File: src/rtl/id_ex_operand_stage_if.sv
// Bundle between decode, the ID/EX operand stage and the ALU.
// The master side is whoever drives decode-side inputs and consumes the
// registered operands; the slave side is the operand stage itself.
interface id_ex_operand_stage_if #(
  parameter int XLEN       = 32,
  parameter int REG_ADDR_W = 5
);
  // Decode-side handshake and instruction fields
  logic                  in_valid;
  logic                  in_ready;
  logic [REG_ADDR_W-1:0] rs1_addr;
  logic [REG_ADDR_W-1:0] rs2_addr;
  logic [XLEN-1:0]       rs1_data;
  logic [XLEN-1:0]       rs2_data;
  logic [XLEN-1:0]       pc;
  logic [XLEN-1:0]       imm;
  logic                  sel_a_pc;
  logic                  sel_b_imm;
  logic [3:0]            alu_control_in;
  logic [REG_ADDR_W-1:0] rd_in;
  logic                  reg_write_in;

  // Downstream pipeline state used for forwarding and hazard detection
  logic [REG_ADDR_W-1:0] ex_mem_rd;
  logic [REG_ADDR_W-1:0] mem_wb_rd;
  logic                  ex_mem_reg_write;
  logic                  mem_wb_reg_write;
  logic                  ex_mem_is_load;
  logic [XLEN-1:0]       ex_mem_result;
  logic [XLEN-1:0]       mem_wb_result;

  logic                  flush;

  // ALU-side handshake and registered operands
  logic                  out_valid;
  logic                  out_ready;
  logic [XLEN-1:0]       alu_in_a;
  logic [XLEN-1:0]       alu_in_b;
  logic [3:0]            alu_control_out;
  logic [REG_ADDR_W-1:0] rd_out;
  logic                  reg_write_out;

  modport master (
    output in_valid, rs1_addr, rs2_addr, rs1_data, rs2_data, pc, imm,
           sel_a_pc, sel_b_imm, alu_control_in, rd_in, reg_write_in,
           ex_mem_rd, mem_wb_rd, ex_mem_reg_write, mem_wb_reg_write,
           ex_mem_is_load, ex_mem_result, mem_wb_result, flush, out_ready,
    input  in_ready, out_valid, alu_in_a, alu_in_b, alu_control_out,
           rd_out, reg_write_out
  );

  modport slave (
    input  in_valid, rs1_addr, rs2_addr, rs1_data, rs2_data, pc, imm,
           sel_a_pc, sel_b_imm, alu_control_in, rd_in, reg_write_in,
           ex_mem_rd, mem_wb_rd, ex_mem_reg_write, mem_wb_reg_write,
           ex_mem_is_load, ex_mem_result, mem_wb_result, flush, out_ready,
    output in_ready, out_valid, alu_in_a, alu_in_b, alu_control_out,
           rd_out, reg_write_out
  );
endinterface

File: src/rtl/id_ex_operand_stage.sv
// ID/EX operand stage: selects ALU operand sources, applies EX/MEM and
// MEM/WB forwarding, masks shift amounts and registers the result behind a
// valid/ready handshake with load-use stall and flush. The registered
// outputs feed the ALU inputs directly, so an empty stage presents a
// bubble code that makes the ALU produce 0.
module id_ex_operand_stage #(
  parameter int         XLEN        = 32,
  parameter int         REG_ADDR_W  = 5,
  parameter logic [3:0] BUBBLE_CTRL = 4'b1111
) (
  input logic                clk,
  input logic                rst,
  id_ex_operand_stage_if.slave bus
);

  localparam logic [3:0] CTRL_SLL = 4'b0011;
  localparam logic [3:0] CTRL_SRL = 4'b0101;
  localparam logic [3:0] CTRL_SRA = 4'b1001;

  // Registered stage contents
  logic                  valid_q;
  logic [XLEN-1:0]       a_q;
  logic [XLEN-1:0]       b_q;
  logic [3:0]            ctrl_q;
  logic [REG_ADDR_W-1:0] rd_q;
  logic                  rw_q;

  // Forwarding match terms; a load in EX/MEM has no data yet, so it never
  // forwards and is handled by the stall instead.
  logic rs1_ex_hit, rs1_wb_hit, rs2_ex_hit, rs2_wb_hit;
  assign rs1_ex_hit = bus.ex_mem_reg_write && !bus.ex_mem_is_load &&
                      (bus.ex_mem_rd == bus.rs1_addr) && (bus.rs1_addr != '0);
  assign rs1_wb_hit = bus.mem_wb_reg_write &&
                      (bus.mem_wb_rd == bus.rs1_addr) && (bus.rs1_addr != '0);
  assign rs2_ex_hit = bus.ex_mem_reg_write && !bus.ex_mem_is_load &&
                      (bus.ex_mem_rd == bus.rs2_addr) && (bus.rs2_addr != '0);
  assign rs2_wb_hit = bus.mem_wb_reg_write &&
                      (bus.mem_wb_rd == bus.rs2_addr) && (bus.rs2_addr != '0);

  logic [XLEN-1:0] rs1_fwd;
  logic [XLEN-1:0] rs2_fwd;

  // Resolve each source: newest producer first, x0 is hard-wired to zero
  always_comb begin
    // NOTE: every always_comb output gets a default first so no path can
    // leave it unassigned and infer a latch.
    rs1_fwd = bus.rs1_data;
    rs2_fwd = bus.rs2_data;
    if (bus.rs1_addr == '0)  rs1_fwd = '0;
    else if (rs1_ex_hit)     rs1_fwd = bus.ex_mem_result;
    else if (rs1_wb_hit)     rs1_fwd = bus.mem_wb_result;
    if (bus.rs2_addr == '0)  rs2_fwd = '0;
    else if (rs2_ex_hit)     rs2_fwd = bus.ex_mem_result;
    else if (rs2_wb_hit)     rs2_fwd = bus.mem_wb_result;
  end

  logic [XLEN-1:0] operand_a;
  logic [XLEN-1:0] operand_b_raw;
  logic [XLEN-1:0] operand_b;
  logic            is_shift;

  assign operand_a     = bus.sel_a_pc  ? bus.pc  : rs1_fwd;
  assign operand_b_raw = bus.sel_b_imm ? bus.imm : rs2_fwd;
  assign is_shift      = (bus.alu_control_in == CTRL_SLL) ||
                         (bus.alu_control_in == CTRL_SRL) ||
                         (bus.alu_control_in == CTRL_SRA);
  // Shift amounts only use the low five bits; clear the rest so the ALU
  // never sees an out-of-range amount.
  assign operand_b     = is_shift ? {{(XLEN-5){1'b0}}, operand_b_raw[4:0]}
                                  : operand_b_raw;

  // Load-use hazard: only sources the instruction actually reads can stall
  logic hazard;
  assign hazard = bus.ex_mem_is_load && bus.ex_mem_reg_write &&
                  (bus.ex_mem_rd != '0) &&
                  ((!bus.sel_a_pc  && (bus.ex_mem_rd == bus.rs1_addr)) ||
                   (!bus.sel_b_imm && (bus.ex_mem_rd == bus.rs2_addr)));

  logic capture;
  assign bus.in_ready = !hazard && (!valid_q || bus.out_ready);
  assign capture      = bus.in_valid && bus.in_ready && !bus.flush;

  // ID/EX register: flush beats capture beats consume beats hold
  always_ff @(posedge clk or posedge rst) begin
    // NOTE: sequential state uses non-blocking assignments so every
    // register samples pre-edge values regardless of statement order.
    if (rst) begin
      valid_q <= 1'b0;
      a_q     <= '0;
      b_q     <= '0;
      ctrl_q  <= BUBBLE_CTRL;
      rd_q    <= '0;
      rw_q    <= 1'b0;
    end else if (bus.flush || (!capture && valid_q && bus.out_ready)) begin
      valid_q <= 1'b0;
      a_q     <= '0;
      b_q     <= '0;
      ctrl_q  <= BUBBLE_CTRL;
      rd_q    <= '0;
      rw_q    <= 1'b0;
    end else if (capture) begin
      valid_q <= 1'b1;
      a_q     <= operand_a;
      b_q     <= operand_b;
      ctrl_q  <= bus.alu_control_in;
      rd_q    <= bus.rd_in;
      rw_q    <= bus.reg_write_in;
    end
  end

  assign bus.out_valid       = valid_q;
  assign bus.alu_in_a        = a_q;
  assign bus.alu_in_b        = b_q;
  assign bus.alu_control_out = ctrl_q;
  assign bus.rd_out          = rd_q;
  assign bus.reg_write_out   = rw_q && valid_q;

endmodule

File: src/flat_wrapper.sv
// flat-port wrapper written by rule: the top's interface ports become plain ports
module id_ex_operand_stage_flat 
#(
  parameter int         XLEN        = 32,
  parameter int         REG_ADDR_W  = 5,
  parameter logic [3:0] BUBBLE_CTRL = 4'b1111
)
  (clk, rst, bus_in_valid, bus_rs1_addr, bus_rs2_addr, bus_rs1_data, bus_rs2_data, bus_pc, bus_imm, bus_sel_a_pc, bus_sel_b_imm, bus_alu_control_in, bus_rd_in, bus_reg_write_in, bus_ex_mem_rd, bus_mem_wb_rd, bus_ex_mem_reg_write, bus_mem_wb_reg_write, bus_ex_mem_is_load, bus_ex_mem_result, bus_mem_wb_result, bus_flush, bus_out_ready, bus_in_ready, bus_out_valid, bus_alu_in_a, bus_alu_in_b, bus_alu_control_out, bus_rd_out, bus_reg_write_out);
  id_ex_operand_stage_if #(.XLEN(XLEN), .REG_ADDR_W(REG_ADDR_W)) bus_i ();
  input logic clk;
  input logic rst;
  input wire logic [$bits(bus_i.in_valid)-1:0] bus_in_valid;
  input wire logic [$bits(bus_i.rs1_addr)-1:0] bus_rs1_addr;
  input wire logic [$bits(bus_i.rs2_addr)-1:0] bus_rs2_addr;
  input wire logic [$bits(bus_i.rs1_data)-1:0] bus_rs1_data;
  input wire logic [$bits(bus_i.rs2_data)-1:0] bus_rs2_data;
  input wire logic [$bits(bus_i.pc)-1:0] bus_pc;
  input wire logic [$bits(bus_i.imm)-1:0] bus_imm;
  input wire logic [$bits(bus_i.sel_a_pc)-1:0] bus_sel_a_pc;
  input wire logic [$bits(bus_i.sel_b_imm)-1:0] bus_sel_b_imm;
  input wire logic [$bits(bus_i.alu_control_in)-1:0] bus_alu_control_in;
  input wire logic [$bits(bus_i.rd_in)-1:0] bus_rd_in;
  input wire logic [$bits(bus_i.reg_write_in)-1:0] bus_reg_write_in;
  input wire logic [$bits(bus_i.ex_mem_rd)-1:0] bus_ex_mem_rd;
  input wire logic [$bits(bus_i.mem_wb_rd)-1:0] bus_mem_wb_rd;
  input wire logic [$bits(bus_i.ex_mem_reg_write)-1:0] bus_ex_mem_reg_write;
  input wire logic [$bits(bus_i.mem_wb_reg_write)-1:0] bus_mem_wb_reg_write;
  input wire logic [$bits(bus_i.ex_mem_is_load)-1:0] bus_ex_mem_is_load;
  input wire logic [$bits(bus_i.ex_mem_result)-1:0] bus_ex_mem_result;
  input wire logic [$bits(bus_i.mem_wb_result)-1:0] bus_mem_wb_result;
  input wire logic [$bits(bus_i.flush)-1:0] bus_flush;
  input wire logic [$bits(bus_i.out_ready)-1:0] bus_out_ready;
  output wire logic [$bits(bus_i.in_ready)-1:0] bus_in_ready;
  output wire logic [$bits(bus_i.out_valid)-1:0] bus_out_valid;
  output wire logic [$bits(bus_i.alu_in_a)-1:0] bus_alu_in_a;
  output wire logic [$bits(bus_i.alu_in_b)-1:0] bus_alu_in_b;
  output wire logic [$bits(bus_i.alu_control_out)-1:0] bus_alu_control_out;
  output wire logic [$bits(bus_i.rd_out)-1:0] bus_rd_out;
  output wire logic [$bits(bus_i.reg_write_out)-1:0] bus_reg_write_out;
  assign bus_i.in_valid = bus_in_valid;
  assign bus_i.rs1_addr = bus_rs1_addr;
  assign bus_i.rs2_addr = bus_rs2_addr;
  assign bus_i.rs1_data = bus_rs1_data;
  assign bus_i.rs2_data = bus_rs2_data;
  assign bus_i.pc = bus_pc;
  assign bus_i.imm = bus_imm;
  assign bus_i.sel_a_pc = bus_sel_a_pc;
  assign bus_i.sel_b_imm = bus_sel_b_imm;
  assign bus_i.alu_control_in = bus_alu_control_in;
  assign bus_i.rd_in = bus_rd_in;
  assign bus_i.reg_write_in = bus_reg_write_in;
  assign bus_i.ex_mem_rd = bus_ex_mem_rd;
  assign bus_i.mem_wb_rd = bus_mem_wb_rd;
  assign bus_i.ex_mem_reg_write = bus_ex_mem_reg_write;
  assign bus_i.mem_wb_reg_write = bus_mem_wb_reg_write;
  assign bus_i.ex_mem_is_load = bus_ex_mem_is_load;
  assign bus_i.ex_mem_result = bus_ex_mem_result;
  assign bus_i.mem_wb_result = bus_mem_wb_result;
  assign bus_i.flush = bus_flush;
  assign bus_i.out_ready = bus_out_ready;
  assign bus_in_ready = bus_i.in_ready;
  assign bus_out_valid = bus_i.out_valid;
  assign bus_alu_in_a = bus_i.alu_in_a;
  assign bus_alu_in_b = bus_i.alu_in_b;
  assign bus_alu_control_out = bus_i.alu_control_out;
  assign bus_rd_out = bus_i.rd_out;
  assign bus_reg_write_out = bus_i.reg_write_out;
  id_ex_operand_stage #(.XLEN(XLEN), .REG_ADDR_W(REG_ADDR_W), .BUBBLE_CTRL(BUBBLE_CTRL)) u_core (.clk(clk), .rst(rst), .bus(bus_i));
endmodule
File: config.mk
export PLATFORM = sky130hd
export DESIGN_NAME = id_ex_operand_stage_flat
export DESIGN_NICKNAME = d
export VERILOG_FILES = /design/src/rtl/id_ex_operand_stage_if.sv /design/src/rtl/id_ex_operand_stage.sv /design/src/flat_wrapper.sv
export SDC_FILE = /design/constraint.sdc
export NUM_CORES = 1
export LEC_CHECK = 0
export ABC_AREA = 1
export BUFFER_PORTS_ARGS = -buffer_cell sky130_fd_sc_hd__buf_4
export CAP_MARGIN = 15
export CORE_MARGIN = 8
export CORE_UTILIZATION = 48
export DETAILED_ROUTE_END_ITERATION = 8
export PLACE_DENSITY_LB_ADDON = 0.12
export SYNTH_ARGS = -nofsm -noshare
export SYNTH_HDL_FRONTEND = slang
export SYNTH_SLANG_ARGS = --single-unit
File: constraint.sdc
create_clock -name clk -period 2.55 [get_ports clk]
set_input_delay 0.3825 -clock clk [delete_from_list [all_inputs] [get_ports clk]]
set_output_delay 0.3825 -clock clk [all_outputs]
set_load 0.01 [all_outputs]
Word-level counts from Yosys, hierarchy flattened
Index checks and enable logic that the tools add are counted.
{ "classes": {"n_eq_ne": 7, "reduce_logical": 38, "muxes": 21} }
{ "op_table": {"columns": ["op", "count"], "rows": [
  ["two-way mux 32 bit", 13],
  ["equality test 5 bit", 4],
  ["logical AND 1 bit", 20],
  ["nonzero test 5 bit", 3],
  ["zero test 5 bit", 2],
  ["two-way mux 5 bit", 2],
  ["two-way mux 4 bit", 2],
  ["zero test 1 bit", 7],
  ["logical OR 1 bit", 5],
  ["equality test 4 x 2 -> 1 bit (second input constant)", 1],
  ["equality test 4 x 3 -> 1 bit (second input constant)", 1],
  ["equality test 4 bit (second input constant)", 1],
  ["two-way mux 1 bit", 4],
  ["nonzero test 2 bit", 1]
]} }
{ "word_totals": {"ff_bits": 75, "inputBits": 232, "elab_cells": 72, "out_inout_bits": 76} }

Depth between registers and ports, before layout
Gate-level depths: netlist of run 1.
{ "logic_depth": {"word_depth": 13, "ltp_mapped": 14, "ltp_nobuf": 12} }

Worst setup path after synthesis of run 1
OpenSTA, ideal clock, no wires.
{ "synth_timing": {"path_kind": "input -> register", "start": "in bus_rs1_addr[1]", "end": "reg u_core.a_q[10], in the netlist u_core.bus.alu_in_a[10]", "path_slack_ns": 0.974, "cell_stages": 12, "setup_ns": 0.117, "n_path_buf": 1, "arrival_ns": 1.459, "required_time_ns": 2.433, "path_cell_list": "inv_1 > or2_2 > nand3_1 > nor2_1 > nand2_1 > buf_2 > nand2_1 > nand3_1 > nand2_1 > nand2_1 > nand2_1 > nand2_1"} }
{ "synth_between": {"elab_chain_len": 13, "elab_cells_between_ends": 26, "cone_classes": "2 x eq/ne; 6 x mux; 18 x reduce/logical"} }
{ "synth_rtl": {"columns": ["element", "line_no", "text"], "rows": [
  ["from (decl)", "flat_wrapper.sv:13", "input wire logic [$bits(bus_i.rs1_addr)-1:0] bus_rs1_addr;"],
  ["equality test 5 bit", "id_ex_operand_stage.sv:32, id_ex_operand_stage.sv:76", null],
  ["logical AND 1 bit", "id_ex_operand_stage.sv:76", "((!bus.sel_a_pc && (bus.ex_mem_rd == bus.rs1_addr)) ||"],
  ["logical OR 1 bit", "id_ex_operand_stage.sv:76", null],
  ["logical AND 1 bit", "id_ex_operand_stage.sv:75", "(bus.ex_mem_rd != '0) &&"],
  ["zero test 1 bit", "id_ex_operand_stage.sv:80", "assign bus.in_ready = !hazard && (!valid_q || bus.out_ready);"],
  ["logical AND 1 bit", "id_ex_operand_stage.sv:80", null],
  ["logical AND 1 bit (2 in a row)", "id_ex_operand_stage.sv:81", "assign capture = bus.in_valid && bus.in_ready && !bus.flush;"],
  ["zero test 1 bit", "id_ex_operand_stage.sv:94", "end else if (bus.flush || (!capture && valid_q && bus.out_ready)) begin"],
  ["logical AND 1 bit (2 in a row)", "id_ex_operand_stage.sv:94", null],
  ["logical OR 1 bit", "id_ex_operand_stage.sv:94", null],
  ["two-way mux 32 bit / nonzero test 2 bit (equally long branches)", null, null],
  ["to (signal assigned)", "id_ex_operand_stage.sv:103", "a_q <= operand_a;"],
  ["to (decl)", "id_ex_operand_stage.sv:22", "logic [XLEN-1:0] a_q;"]
]} }
Several ways; a longest one is shown, not always the timed one. The select of a mux whose other input is x is not followed.
A chain may end at the register's enable or synchronous reset.

Worst setup path in the final report of run 1
{ "layout_timing": {"start": "in bus_rs1_addr[1]", "end": "reg u_core.a_q[6], in the netlist u_core.bus.alu_in_a[6]"} }
The elaborated chain is that of the path after synthesis.

==> flow_metrics.tcl, run 1 <==
set metrics [dict create \
    status "finished, final reports clean" \
    grt_max_degree 49 \
    ctsHoldBuffers 0 \
    die_y_um 132 \
    cts_root_buf "clkbuf_16" \
    max-cap-violations 0 \
    p_per_area_nw_per_um2 434 \
    switchingPower_mw 1.30 \
    synthToLayoutAreaGrowth_pct 42.3 \
    syn_nets 1353 \
    fmax_mhz 483 \
    totalWireLength_um 27400 \
    ctsResizeCount 0 \
    grt_usage_pct 30.6 \
    ant_nets 0 \
    slew_headroom_pct 33.3 \
    cts_num_sinks 75 \
    start_util_pct 48.9 \
    grt_pass1_vias 8001 \
    met3_length_um 2950 \
    fin_ws_ns 0.478 \
    synth.ff_latch_count 75 \
    vias_per_cell 5.30 \
    leakage_nw 5.73 \
    nNetsFinal 1618 \
    netlist_area_um2 6450 \
    io_pins 308 \
    wl_per_cell_um 17.5 \
    timing.final.crit_period_ns 2.07 \
    antennaDiodeCount 0 \
    yosys.area.top_type_share_pct 29.8 \
    p_comb_share_pct 30.7 \
    cts.reportedPaths.clkPinSlew_ns 0.07 \
    synth_cell_types 29 \
    overflow 0 \
    drt-initial-drc-count 810 \
    clk_latency_ns 0.34 \
    async_reset_ff_share_pct 100 \
    cts_tree "done" \
    htree_levels 3 \
    critPathCaptureType "flop" \
    fp.dieW_um 132 \
    seqPwrFrac_pct 33.4 \
    internal_power_mw 2.69 \
    place_hpwl_um 21800 \
    worstPathRequired_ns 2.79 \
    period_share_pct 81.3 \
    worst_pin_slew_ns 0.999 \
    cp-start-kind "input port" \
    p_total_mw 3.99 \
    p_sw_share_pct 32.5 \
    synthTopCellsByCount "nand2_1, nand3_1, inv_1" \
    fin_skew_ns 0.00738 \
    clkPwrFrac_pct 35.9 \
    post_cts_buffers 0 \
    place_ws_ns -0.0321 \
    core-area_um2 13200 \
    worstPathMaxFanout 21 \
    yosysMostFrequentCell "nand2_1" \
    clockBufferDepth 2 \
    synthFlopType "dfrtp_1" \
    drt-pass1-iter-count 5 \
    hold_violations 0 \
    top_layer "met4" \
    yosysWarningCount 0 \
    dr_total_vias 8311 \
    netlist_instances 1121 \
    rsz0062_at_grt "no" \
    cts_buffers 9 \
    io_buffer_count 307 \
    drive_gt1_share_pct 27.0 \
    grt_pass1_wl_um 43100 \
    wl_met1_um 11300 \
    finalMaxSlewViolations 0 \
    route.detailed.drc 0 \
    dieArea_um2 17400 \
    synth_top_cell_by_area "nand2_1" \
    peakVddDrop_v 0.000375 \
    cp.arrival_ns 2.31 \
    crit_type "in2reg" \
    synth-seq-area-share_pct 29.2 \
    synth_area_per_cell_um2 5.76 \
    synthTopCellsByArea "nand2_1, dfrtp_1, nand3_1" \
    wl_met2_um 12300 \
    synth_enable_flop_cells 0 \
    row_count 42 \
    antenna_found_initial 0 \
    gp_congestion 0.962 \
    setup_viol 0 \
    hp-class "in2async" \
    holdWs_ns 0.150 \
]
[worst paths after layout]
check | end | slack (ns) | depth (start not counted) | from
min in group clk | u_core.rw_q | 0.24 | 3 | bus_reg_write_in
max | u_core.bus.alu_in_a[6] | 0.48 | 12 | bus_rs1_addr[1]
max reg2reg | u_core.bus.alu_in_a[30] | 0.88 | 6 | u_core.bus.out_valid
min | u_core.bus.alu_in_b[31] | 0.15 | 2 | rst
max in group asynchronous | u_core.bus.alu_control_out[0] | 1.69 | 3 | rst
min reg2reg | u_core.bus.rd_out[2] | 0.50 | 2 | u_core.bus.rd_out[2]
[final cells by class]
| cell class | count | area (um2) |
|---|---|---|
| clock buffers | 9 | 225 |
| clock inverters | 7 | 101 |
| inverters | 140 | 527 |
| repair buffers | 335 | 2560 |
| well taps | 176 | 220 |
| flip-flops and latches | 75 | 1880 |
| fillers | 1286 | 4010 |
| multi-input cells | 825 | 3670 |
[logic make-up (layout without fill, tap and decap cells)]
logic type	count (synthesis)	count (layout)	share of synthesized area (%)
DFF	75	75	29.2
AOI/OAI and AO/OA	5	5	0.465
xor gates and xnor gates	4	4	0.543
buffers and inverters	221	491	14.4
and+or+nand+nor	816	816	55.4
[worst max-delay path, cell delays in order]
cell	delay, ns
buf_4	0.08
inv_1	0.06
nand4_1	0.15
nor2b_2	0.79
nand2_1	0.16
buf_4	0.25
nand2_1	0.08
nand3_1	0.06
nand2_1	0.09
nand2_1	0.07
nand2_1	0.06
nand2_1	0.05
[per-stage QoR]
step	utilization, %	cells	cell area [um2]	TNS [ns]
3_5_place_dp	67.0	1550	8840	-0.230
3_3_place_gp	67.0	1550	8840	0
6_report	69.6	1567	9180	0
2_1_floorplan	-	1121	6450	0
5_1_grt	69.6	1567	9180	0
4_1_cts	69.5	1566	9170	0
[sequential cells by signal, indices dropped and copies added, names as in the netlist]
signal and flops:
u_core.bus.alu_in_a 32, u_core.bus.alu_in_b 32, u_core.bus.rd_out 5, u_core.bus.alu_control_out 4, u_core.bus.out_valid 1, u_core.rw_q 1
[cell usage in the layout, fill, tap and decap left out, drive strengths merged, types with 2 or more instances in the layout]
cell type / synthesis / layout
nand3: 209 / 209
a21oi: 2 / 2
buf: 54 / 335
clkbuf: 27 / 9
inv: 140 / 140
nor2: 13 / 13
xnor2: 3 / 3
nand2: 513 / 513
nor2b: 2 / 2
clkinv: 0 / 4
nand4: 75 / 75
dfrtp: 71 / 71
nor3: 2 / 2
dfstp: 4 / 4
bufinv: 0 / 2
[metal layers]
layer	track usage (%)	vias to the layer above
met5	0	-
li1	-	4059
met2	48.3	484
met3	7.16	48
met1	39.7	3720
met4	11.6	0
[power by group through the flow]
stage	logic (mW)	clock network [mW]	registers, mW
finish	1.22	1.43	1.33
global route	1.34	1.48	1.34
CTS	1.21	1.44	1.33
detailed placement	1.20	0	1.35
global placement	1.20	0	1.35
floorplan	0.563	0	1.39
No activity file was read; power rests on OpenSTA's default activity.
==> inputs of run 2 (changes only) <==
clock period = 2.05 ns   (was 2.55 ns; I/O delays follow)
==> run 2 against run 1 <==
Compared with the run above:
- via count decreased by 0.60%
- sequential share of layout area decreased by 0.28 points
- flip-flop and latch count unchanged
- non-clock buffer count increased by 8
- setup slack got worse by 0.18 ns
- clock skew about the same
==> flow_metrics.tcl, run 2 (same netlist as run 1, synthesis figures left out) <==
set metrics [dict create \
    fmax_mhz 570 \
    cts_buffers 9 \
    dieArea_um2 17400 \
    status "finished, final reports clean" \
    final_area_um2 9310 \
    top_layer "met4" \
    htree_levels 3 \
    cts_tree "done" \
    peakVddDrop_v 0.000322 \
    place_hpwl_um 21300 \
    dr_total_vias 8261 \
    grt_max_degree 76 \
    ant_nets 0 \
    p_per_area_nw_per_um2 547 \
    leakage_nw 5.79 \
    hold_violations 0 \
    crit_end "bus_in_ready" \
    cts.reportedPaths.clkPinSlew_ns 0.06 \
    grt_pass1_wl_um 42100 \
    wl_met2_um 12100 \
    antenna_found_initial 1 \
    wl_met1_um 11300 \
    final_common_cell "nand2_1" \
    fin_skew_ns 0.00717 \
    synthToLayoutAreaGrowth_pct 44.3 \
    die_y_um 132 \
    startpoint "bus_rs2_addr[1]" \
    grt_pass1_vias 7815 \
    start_util_pct 48.9 \
    gp_congestion 0.940 \
    worstPathRequired_ns 1.74 \
    post_cts_buffers 0 \
    totalWireLength_um 26900 \
    rrSetupSlack_ns 0.46 \
    cts_root_buf "clkbuf_16" \
    crit_type "in2out" \
    io_buffer_count 307 \
    finalMaxSlewViolations 0 \
    grt_usage_pct 29.7 \
    worst_pin_slew_ns 0.573 \
    r2r_cells 6 \
    rr_endpoint "u_core.bus.alu_in_a[24]" \
    timing.final.crit_period_ns 1.75 \
    worstPathMaxFanout 5 \
    cp-start-kind "input port" \
    drt-pass1-iter-count 5 \
    final_cell_mix "nand2_1, buf_4, nand3_1, inv_1, nand4_1" \
    cts_num_sinks 75 \
    ctsHoldBuffers 0 \
    slew_headroom_pct 61.7 \
    fp.dieW_um 132 \
    clockBufferDepth 2 \
    overflow 0 \
    ctsResizeCount 0 \
    r2r-start "u_core.bus.out_valid" \
    core-area_um2 13200 \
    setup_viol 0 \
    met3_length_um 2650 \
    hp-class "in2async" \
    tns_ns 0 \
    vias_per_cell 5.24 \
    nNetsFinal 1626 \
    cp.arrival_ns 1.45 \
    drt-initial-drc-count 741 \
    route.detailed.drc 0 \
    placed_area_um2 8960 \
    drive_gt1_share_pct 27.3 \
    max-cap-violations 0 \
    period_share_pct 85.6 \
    rsz0062_at_grt "no" \
    critPathCaptureType "primary output" \
    wl_per_cell_um 17.1 \
    clk_latency_ns 0.35 \
    io_pins 308 \
    row_count 42 \
    holdWs_ns 0.0790 \
]
-- run 2: cell type report --
type | instances | area [um2]
antenna | 1 | 2.50
clock buffer | 12 | 246
clock inverter | 4 | 98.8
fill | 1257 | 3880
inverter | 140 | 529
multi-input combinational | 825 | 3670
sequential | 75 | 1880
tap | 176 | 220
timing repair buffer | 343 | 2660
-- run 2: layer usage --
metal	track usage (%)	vias to the layer above
met1	39.0	3715
met4	11.7	0
met3	7.43	52
met2	45.9	415
met5	0	-
li1	-	4079
-- run 2: report_power, final --
part	leakage, nW	switching, mW	total (mW)	internal (mW)
Clock	0.167	0.662	1.89	1.23
Sequential	0.997	0.0650	1.66	1.59
Combinational	4.63	0.848	1.55	0.700
Total	5.79	1.58	5.09	3.52
-- run 2: per-stage QoR --
step / total power [mW] / setup WS [ns] / util (%) / cells
floorplan: 2.42 / 0.549 / - / 1121
finish: 5.09 / 0.296 / 70.6 / 1576
global placement: 3.20 / 0.261 / 67.9 / 1559
CTS: 5.08 / 0.290 / 70.6 / 1575
detailed placement: 3.21 / 0.234 / 67.9 / 1559
global route: 5.32 / 0.127 / 70.6 / 1576
-- run 2: worst min-delay path by stage --
stage,from,slack (ns),endpoint
3_3_place_gp,rst,0.45,u_core.bus.out_valid
4_1_cts,rst,0.1,u_core.bus.rd_out[4]
6_report,rst,0.08,u_core.bus.out_valid
5_1_grt,rst,0.12,u_core.bus.out_valid
3_5_place_dp,rst,0.46,u_core.bus.rd_out[4]
2_1_floorplan,bus_flush,0.42,u_core.bus.out_valid
-- run 2: worst max-delay path: stages --
cell and delay, ns:
buf_4 0.11, inv_2 0.04, nand2_1 0.07, nand2_1 0.11
nor2_1 0.12, nand4_1 0.08, nand2_1 0.10, nand2_2 0.10
buf_4 0.18, nand2_1 0.05, inv_1 0.05, buf_4 0.13
